File: src/rtl/mmio_hex_uart_tx_if.sv
// MMIO-word-in / UART-line-out bundle for the hex debug transmitter.
// The master drives the watched word; the slave (transmitter) drives the serial line and status.
interface mmio_hex_uart_tx_if #(
  parameter int DROP_CNT_W = 8
);
  logic [15:0]           data_in;
  logic                  tx;
  logic                  busy;
  logic [DROP_CNT_W-1:0] dropped;

  modport master (
    output data_in,
    input  tx,
    input  busy,
    input  dropped
  );

  modport slave (
    input  data_in,
    output tx,
    output busy,
    output dropped
  );
endinterface

File: src/rtl/mmio_hex_uart_tx.sv
// Sends each new value of the MMIO word as 4 uppercase hex chars over UART 8N1, MSB nibble first.
// Define MMIO_UART_CRLF_EN to append CR LF to every message; only one value is ever queued, the rest are counted in dropped.
module mmio_hex_uart_tx #(
  parameter int CLKS_PER_BIT = 868,
  parameter int DROP_CNT_W   = 8
) (
  input  logic                clk,
  input  logic                rst,
  mmio_hex_uart_tx_if.slave   bus
);

  localparam int CNT_W = 16;
  localparam logic [CNT_W-1:0] BIT_END = CNT_W'(CLKS_PER_BIT - 1);

`ifdef MMIO_UART_CRLF_EN
  localparam logic [2:0] LAST_CHAR = 3'd5;
`else
  localparam logic [2:0] LAST_CHAR = 3'd3;
`endif

  localparam logic [1:0] S_IDLE  = 2'd0;
  localparam logic [1:0] S_START = 2'd1;
  localparam logic [1:0] S_DATA  = 2'd2;
  localparam logic [1:0] S_STOP  = 2'd3;

  logic [15:0]           last_seen_q, last_seen_d;
  logic [15:0]           pend_val_q,  pend_val_d;
  logic                  pending_q,   pending_d;
  logic [DROP_CNT_W-1:0] dropped_q,   dropped_d;
  logic [1:0]            state_q,     state_d;
  logic [15:0]           msg_q,       msg_d;
  logic [2:0]            char_idx_q,  char_idx_d;
  logic [2:0]            bit_idx_q,   bit_idx_d;
  logic [CNT_W-1:0]      clk_cnt_q,   clk_cnt_d;
  logic                  tx_q,        tx_d;
  logic                  busy_q,      busy_d;

  logic       change;
  logic       consume;
  logic       bit_end;
  logic [2:0] nxt_bit;
  logic [7:0] cur_char;

  function automatic logic [7:0] hex_ascii(input logic [3:0] nib);
    if (nib < 4'd10) begin
      return 8'h30 + {4'h0, nib};
    end
    return 8'h37 + {4'h0, nib};
  endfunction

  assign change  = (bus.data_in != last_seen_q);
  assign consume = (state_q == S_IDLE) && pending_q;
  assign bit_end = (clk_cnt_q == BIT_END);
  assign nxt_bit = bit_idx_q + 3'd1;

  always_comb begin
    cur_char = 8'h00;
    case (char_idx_q)
      3'd0:    cur_char = hex_ascii(msg_q[15:12]);
      3'd1:    cur_char = hex_ascii(msg_q[11:8]);
      3'd2:    cur_char = hex_ascii(msg_q[7:4]);
      3'd3:    cur_char = hex_ascii(msg_q[3:0]);
`ifdef MMIO_UART_CRLF_EN
      3'd4:    cur_char = 8'h0D;
      3'd5:    cur_char = 8'h0A;
`endif
      default: cur_char = 8'h00;
    endcase
  end

  // A change landing in the consume cycle replaces the slot that was just emptied, so it is not a drop.
  always_comb begin
    last_seen_d = last_seen_q;
    pend_val_d  = pend_val_q;
    pending_d   = pending_q;
    dropped_d   = dropped_q;
    if (change) begin
      last_seen_d = bus.data_in;
      pend_val_d  = bus.data_in;
      pending_d   = 1'b1;
      if (pending_q && !consume && !(&dropped_q)) begin
        dropped_d = dropped_q + 1'b1;
      end
    end else if (consume) begin
      pending_d = 1'b0;
    end
  end

  always_comb begin
    state_d    = state_q;
    msg_d      = msg_q;
    char_idx_d = char_idx_q;
    bit_idx_d  = bit_idx_q;
    clk_cnt_d  = clk_cnt_q;
    tx_d       = tx_q;
    busy_d     = busy_q;
    case (state_q)
      S_IDLE: begin
        tx_d       = 1'b1;
        busy_d     = 1'b0;
        clk_cnt_d  = '0;
        char_idx_d = 3'd0;
        bit_idx_d  = 3'd0;
        if (pending_q) begin
          msg_d   = pend_val_q;
          state_d = S_START;
          tx_d    = 1'b0;
          busy_d  = 1'b1;
        end
      end
      S_START: begin
        if (bit_end) begin
          clk_cnt_d = '0;
          bit_idx_d = 3'd0;
          state_d   = S_DATA;
          tx_d      = cur_char[0];
        end else begin
          clk_cnt_d = clk_cnt_q + 1'b1;
        end
      end
      S_DATA: begin
        if (bit_end) begin
          clk_cnt_d = '0;
          if (bit_idx_q == 3'd7) begin
            bit_idx_d = 3'd0;
            state_d   = S_STOP;
            tx_d      = 1'b1;
          end else begin
            bit_idx_d = nxt_bit;
            tx_d      = cur_char[nxt_bit];
          end
        end else begin
          clk_cnt_d = clk_cnt_q + 1'b1;
        end
      end
      S_STOP: begin
        if (bit_end) begin
          clk_cnt_d = '0;
          if (char_idx_q == LAST_CHAR) begin
            char_idx_d = 3'd0;
            state_d    = S_IDLE;
            tx_d       = 1'b1;
            busy_d     = 1'b0;
          end else begin
            // Next character starts immediately: no idle gap inside a message.
            char_idx_d = char_idx_q + 3'd1;
            state_d    = S_START;
            tx_d       = 1'b0;
          end
        end else begin
          clk_cnt_d = clk_cnt_q + 1'b1;
        end
      end
      default: begin
        state_d = S_IDLE;
        tx_d    = 1'b1;
        busy_d  = 1'b0;
      end
    endcase
  end

  always_ff @(posedge clk) begin
    if (rst) begin
      last_seen_q <= 16'h0000;
      pend_val_q  <= 16'h0000;
      pending_q   <= 1'b0;
      dropped_q   <= '0;
      state_q     <= S_IDLE;
      msg_q       <= 16'h0000;
      char_idx_q  <= 3'd0;
      bit_idx_q   <= 3'd0;
      clk_cnt_q   <= '0;
      tx_q        <= 1'b1;
      busy_q      <= 1'b0;
    end else begin
      last_seen_q <= last_seen_d;
      pend_val_q  <= pend_val_d;
      pending_q   <= pending_d;
      dropped_q   <= dropped_d;
      state_q     <= state_d;
      msg_q       <= msg_d;
      char_idx_q  <= char_idx_d;
      bit_idx_q   <= bit_idx_d;
      clk_cnt_q   <= clk_cnt_d;
      tx_q        <= tx_d;
      busy_q      <= busy_d;
    end
  end

  assign bus.tx      = tx_q;
  assign bus.busy    = busy_q;
  assign bus.dropped = dropped_q;

endmodule
File: src/flat_wrapper.sv
// flat-port wrapper written by rule: the top's interface ports become plain ports
module mmio_hex_uart_tx_flat 
#(
  parameter int CLKS_PER_BIT = 868,
  parameter int DROP_CNT_W   = 8
)
  (clk, rst, bus_data_in, bus_tx, bus_busy, bus_dropped);
  mmio_hex_uart_tx_if #(.DROP_CNT_W(DROP_CNT_W)) bus_i ();
  input  logic clk;
  input  logic rst;
  input wire logic [$bits(bus_i.data_in)-1:0] bus_data_in;
  output wire logic [$bits(bus_i.tx)-1:0] bus_tx;
  output wire logic [$bits(bus_i.busy)-1:0] bus_busy;
  output wire logic [$bits(bus_i.dropped)-1:0] bus_dropped;
  assign bus_i.data_in = bus_data_in;
  assign bus_tx = bus_i.tx;
  assign bus_busy = bus_i.busy;
  assign bus_dropped = bus_i.dropped;
  mmio_hex_uart_tx #(.CLKS_PER_BIT(CLKS_PER_BIT), .DROP_CNT_W(DROP_CNT_W)) u_core (.clk(clk), .rst(rst), .bus(bus_i));
endmodule
File: config.mk
export PLATFORM = sky130hd
export DESIGN_NAME = mmio_hex_uart_tx_flat
export DESIGN_NICKNAME = d
export VERILOG_FILES = /design/src/rtl/mmio_hex_uart_tx_if.sv /design/src/rtl/mmio_hex_uart_tx.sv /design/src/flat_wrapper.sv
export SDC_FILE = /design/constraint.sdc
export NUM_CORES = 1
export LEC_CHECK = 0
export BUFFER_PORTS_ARGS = -buffer_cell sky130_fd_sc_hd__buf_2
export CORE_MARGIN = 8
export CORE_UTILIZATION = 55
export CTS_BUF_LIST = sky130_fd_sc_hd__clkbuf_2
export DETAILED_ROUTE_END_ITERATION = 10
export PLACE_DENSITY_LB_ADDON = 0.08
export RECOVER_POWER = 100
export SLEW_MARGIN = 20
export SYNTH_ARGS = -nofsm -noshare
export SYNTH_HDL_FRONTEND = slang
export SYNTH_SLANG_ARGS = --single-unit
File: constraint.sdc
create_clock -name clk -period 6.2 [get_ports clk]
set_clock_uncertainty 0.1 [all_clocks]
set_input_delay 1.24 -clock clk [delete_from_list [all_inputs] [get_ports clk]]
set_output_delay 1.24 -clock clk [all_outputs]
set_load 0.02 [all_outputs]
==> impl_metrics.ini <==
[placed_design]
gp_congestion = 0.873
dp_slack_ns = 3.24
port_buffers = 27
place_inst = 512
postPlaceCellArea_um2 = 3670
dpl.hpwl_um = 5280

[floorplan]
pin_count = 28
core-area_um2 = 6280
die_width_um = 95.9
die_area_um2 = 9200
rows = 29
dieHeight_um = 95.9
start_util_pct = 56.0

[routing]
first_pass_iters = 5
drc = 0
first_iter_violations = 156
wire_per_inst_um = 13.6
drt-total-wl_um = 7170
via_per_inst = 5.45
postRouteAntennaNets = 0
vias = 2873

[logic_synthesis]
yosys_warnings = 0
synth_cells = 421
ys_seq_elements = 67
yosysUniqueCellTypes = 53
synth_area_um2 = 3510
synth_area_per_cell_um2 = 8.35
synth_ff_type = dfxtp_1
synth-async-reset-ratio_pct = 0
synth_nets = 455
yosysSeqAreaShare_pct = 38.2
synth-edff-count = 0

[worst_setup_path]
timing.rr.start = u_core.clk_cnt_q[0]
crit_family = simple AND/OR/NAND/NOR gates
cp.required_ns = 6.41
r2r_setup_slack_ns = 2.78
start_kind = register
path_buf_inv = 0
critPathMaxFanout = 10
endpoint_kind = register
crit_path_start = u_core.clk_cnt_q[0]
critical-path-max-stage-delay_ns = 1.22
crit_arrival_ns = 3.63
path_cells = ha_1 > or4b_1 > nor4_1 > o21bai_1 > a21oi_1 > and4b_1 > a211oi_2
worstSetupPathType = register to register
cp_slowest_cell = nor4_1

[clock_network]
cts_setup_buffers = 0
cts_tree = yes
ctsHtreeMaxLevel = 3
cts_buffer_depth = 2
numCtsBuffers = 9
cts-root-buf = clkbuf_2
insertion_delay_ns = 0.51
cts_hold_buf = 0
cts_sinks = 67
clk_pin_slew_ns = 0.20
cts_resized = 0

[sta]
finalSetupViolCount = 0
relSlewSlack_pct = -43.4
layout_setup_ws_ns = 2.78
fin_setup_tns_ns = 0
rsz0062_at_grt = no
period_needed_ns = 3.42
finalCritPeriodShare_pct = 55.2
hold_viol_final = 0
final_max_slew_viol_count = 63
worst_slew_pin_slew_ns = 2.15
max_clock_freq_ghz = 0.292
holdWs_ns = 0.366

[finish]
fin_util_pct = 60.3
drive_gt1_share_pct = 9.56
area_growth_pct = 7.62
instances_no_fill = 527
nets = 480
layout_commonest_cell = dfxtp_1
multi_input_area_um2 = 1980
final_cell_mix = dfxtp_1 (67), nand2_1 (54), nor2_1 (39), a21oi_1 (32), xnor2_1 (30)
regArea_um2 = 1340
final_cell_area_um2 = 3780
n_fill_cell = 603
antenna_cells = 0

[min_path]
hold_start = u_core.msg_q[0]
hp-class = register to register

[power]
power_density_nw_per_um2 = 302
ir_drop_uv = 193
p_leak_nw = 1.35
power_mw = 1.14

[global_routing]
grt_first_pass_wirelength_um = 12200
grt_max_degree = 52
grtUsageTotal_pct = 16.8
grt_pass1_vias = 2641
grt.overflow.total = 0
antenna_found_initial = 0

[status]
status = finished with violations
failed_checks = capacitance limit, slew limit

[job]
max_cap_viol_count = 2
## Yosys cell counts, types with 2 or more instances
| cell type | number | share of area (%) |
|---|---|---|
| xnor2_1 | 30 | 7.5 |
| nor2_1 | 39 | 4.2 |
| mux2i_1 | 3 | 0.85 |
| nand4_1 | 12 | 2.1 |
| a21oi_1 | 31 | 4.4 |
| xor2_1 | 7 | 1.7 |
| clkbuf_1 | 10 | 1.1 |
| and4b_1 | 5 | 1.4 |
| and3_1 | 4 | 0.71 |
| o21ai_0 | 22 | 3.1 |
| o22ai_1 | 2 | 0.36 |
| nor2b_1 | 24 | 4.3 |
| clkbuf_2 | 2 | 0.28 |
| or3_2 | 3 | 0.64 |
| inv_1 | 22 | 2.3 |
| dfxtp_1 | 67 | 38 |
| nand3_1 | 9 | 1.3 |
| ha_1 | 16 | 5.7 |
| nor3_1 | 4 | 0.57 |
| and2_1 | 3 | 0.53 |
| nor3b_1 | 2 | 0.43 |
| a221o_1 | 2 | 0.57 |
| o211ai_1 | 2 | 0.43 |
| or3_1 | 2 | 0.36 |
| a211oi_1 | 3 | 0.64 |
| nand2_1 | 54 | 5.8 |
| nor4_1 | 6 | 1.1 |
| a41oi_1 | 2 | 0.50 |
| and2b_2 | 2 | 0.50 |
| a21boi_0 | 5 | 1.1 |
| nand2b_1 | 4 | 0.71 |
## metal layers
layer	part of all wire, %	global-route usage (%)	vias up
met5	0	0	-
met4	1.6	6.53	0
met3	4.4	4.99	11
met2	45	25.0	60
met1	49	22.2	1299
li1	-	-	1503
## final timing paths
kind                  endpoint  depth (start not counted)
max          u_core.state_q[0]                          7
min            u_core.msg_q[0]                          2
max reg2reg  u_core.state_q[0]                          7
min reg2reg    u_core.msg_q[0]                          2
## layout make-up
cell class	count	share of cell area (%)
clock buffer	9	1.19
clock inverter	6	2.98
inverter	22	2.18
multi-input combinational	318	52.2
sequential	67	35.5
tap	77	2.55
timing repair buffer	28	3.41
## worst min-delay path, cell delays in order (launching register included)
cell     delay [ns]
dfxtp_1        0.35
nand2_1        0.05
a21oi_1        0.05
## state kept, by name, indices dropped and copies added (netlist names)
signal              flops
u_core.bit_idx_q        3
u_core.bus.busy         1
u_core.bus.dropped      8
u_core.bus.tx           1
u_core.char_idx_q       3
u_core.clk_cnt_q       16
u_core.last_seen_q     16
u_core.msg_q           16
u_core.pending_q        1
u_core.state_q          2
## logic make-up after synthesis
family          synth area share, %
simple gates                   26.3
buf+inv                        4.77
fa+ha+maj                      5.70
xor+xnor                       9.22
flops                          38.2
mux                           0.854
compound gates                 15.0
## report_power, final
part           internal (mW)  switching (mW)  leakage (nW)
clock network          0.174           0.165        0.0928
logic                  0.116           0.183         0.714
registers              0.468          0.0379         0.547
total                  0.758           0.386          1.35
Power figures use the tool's default switching activity.
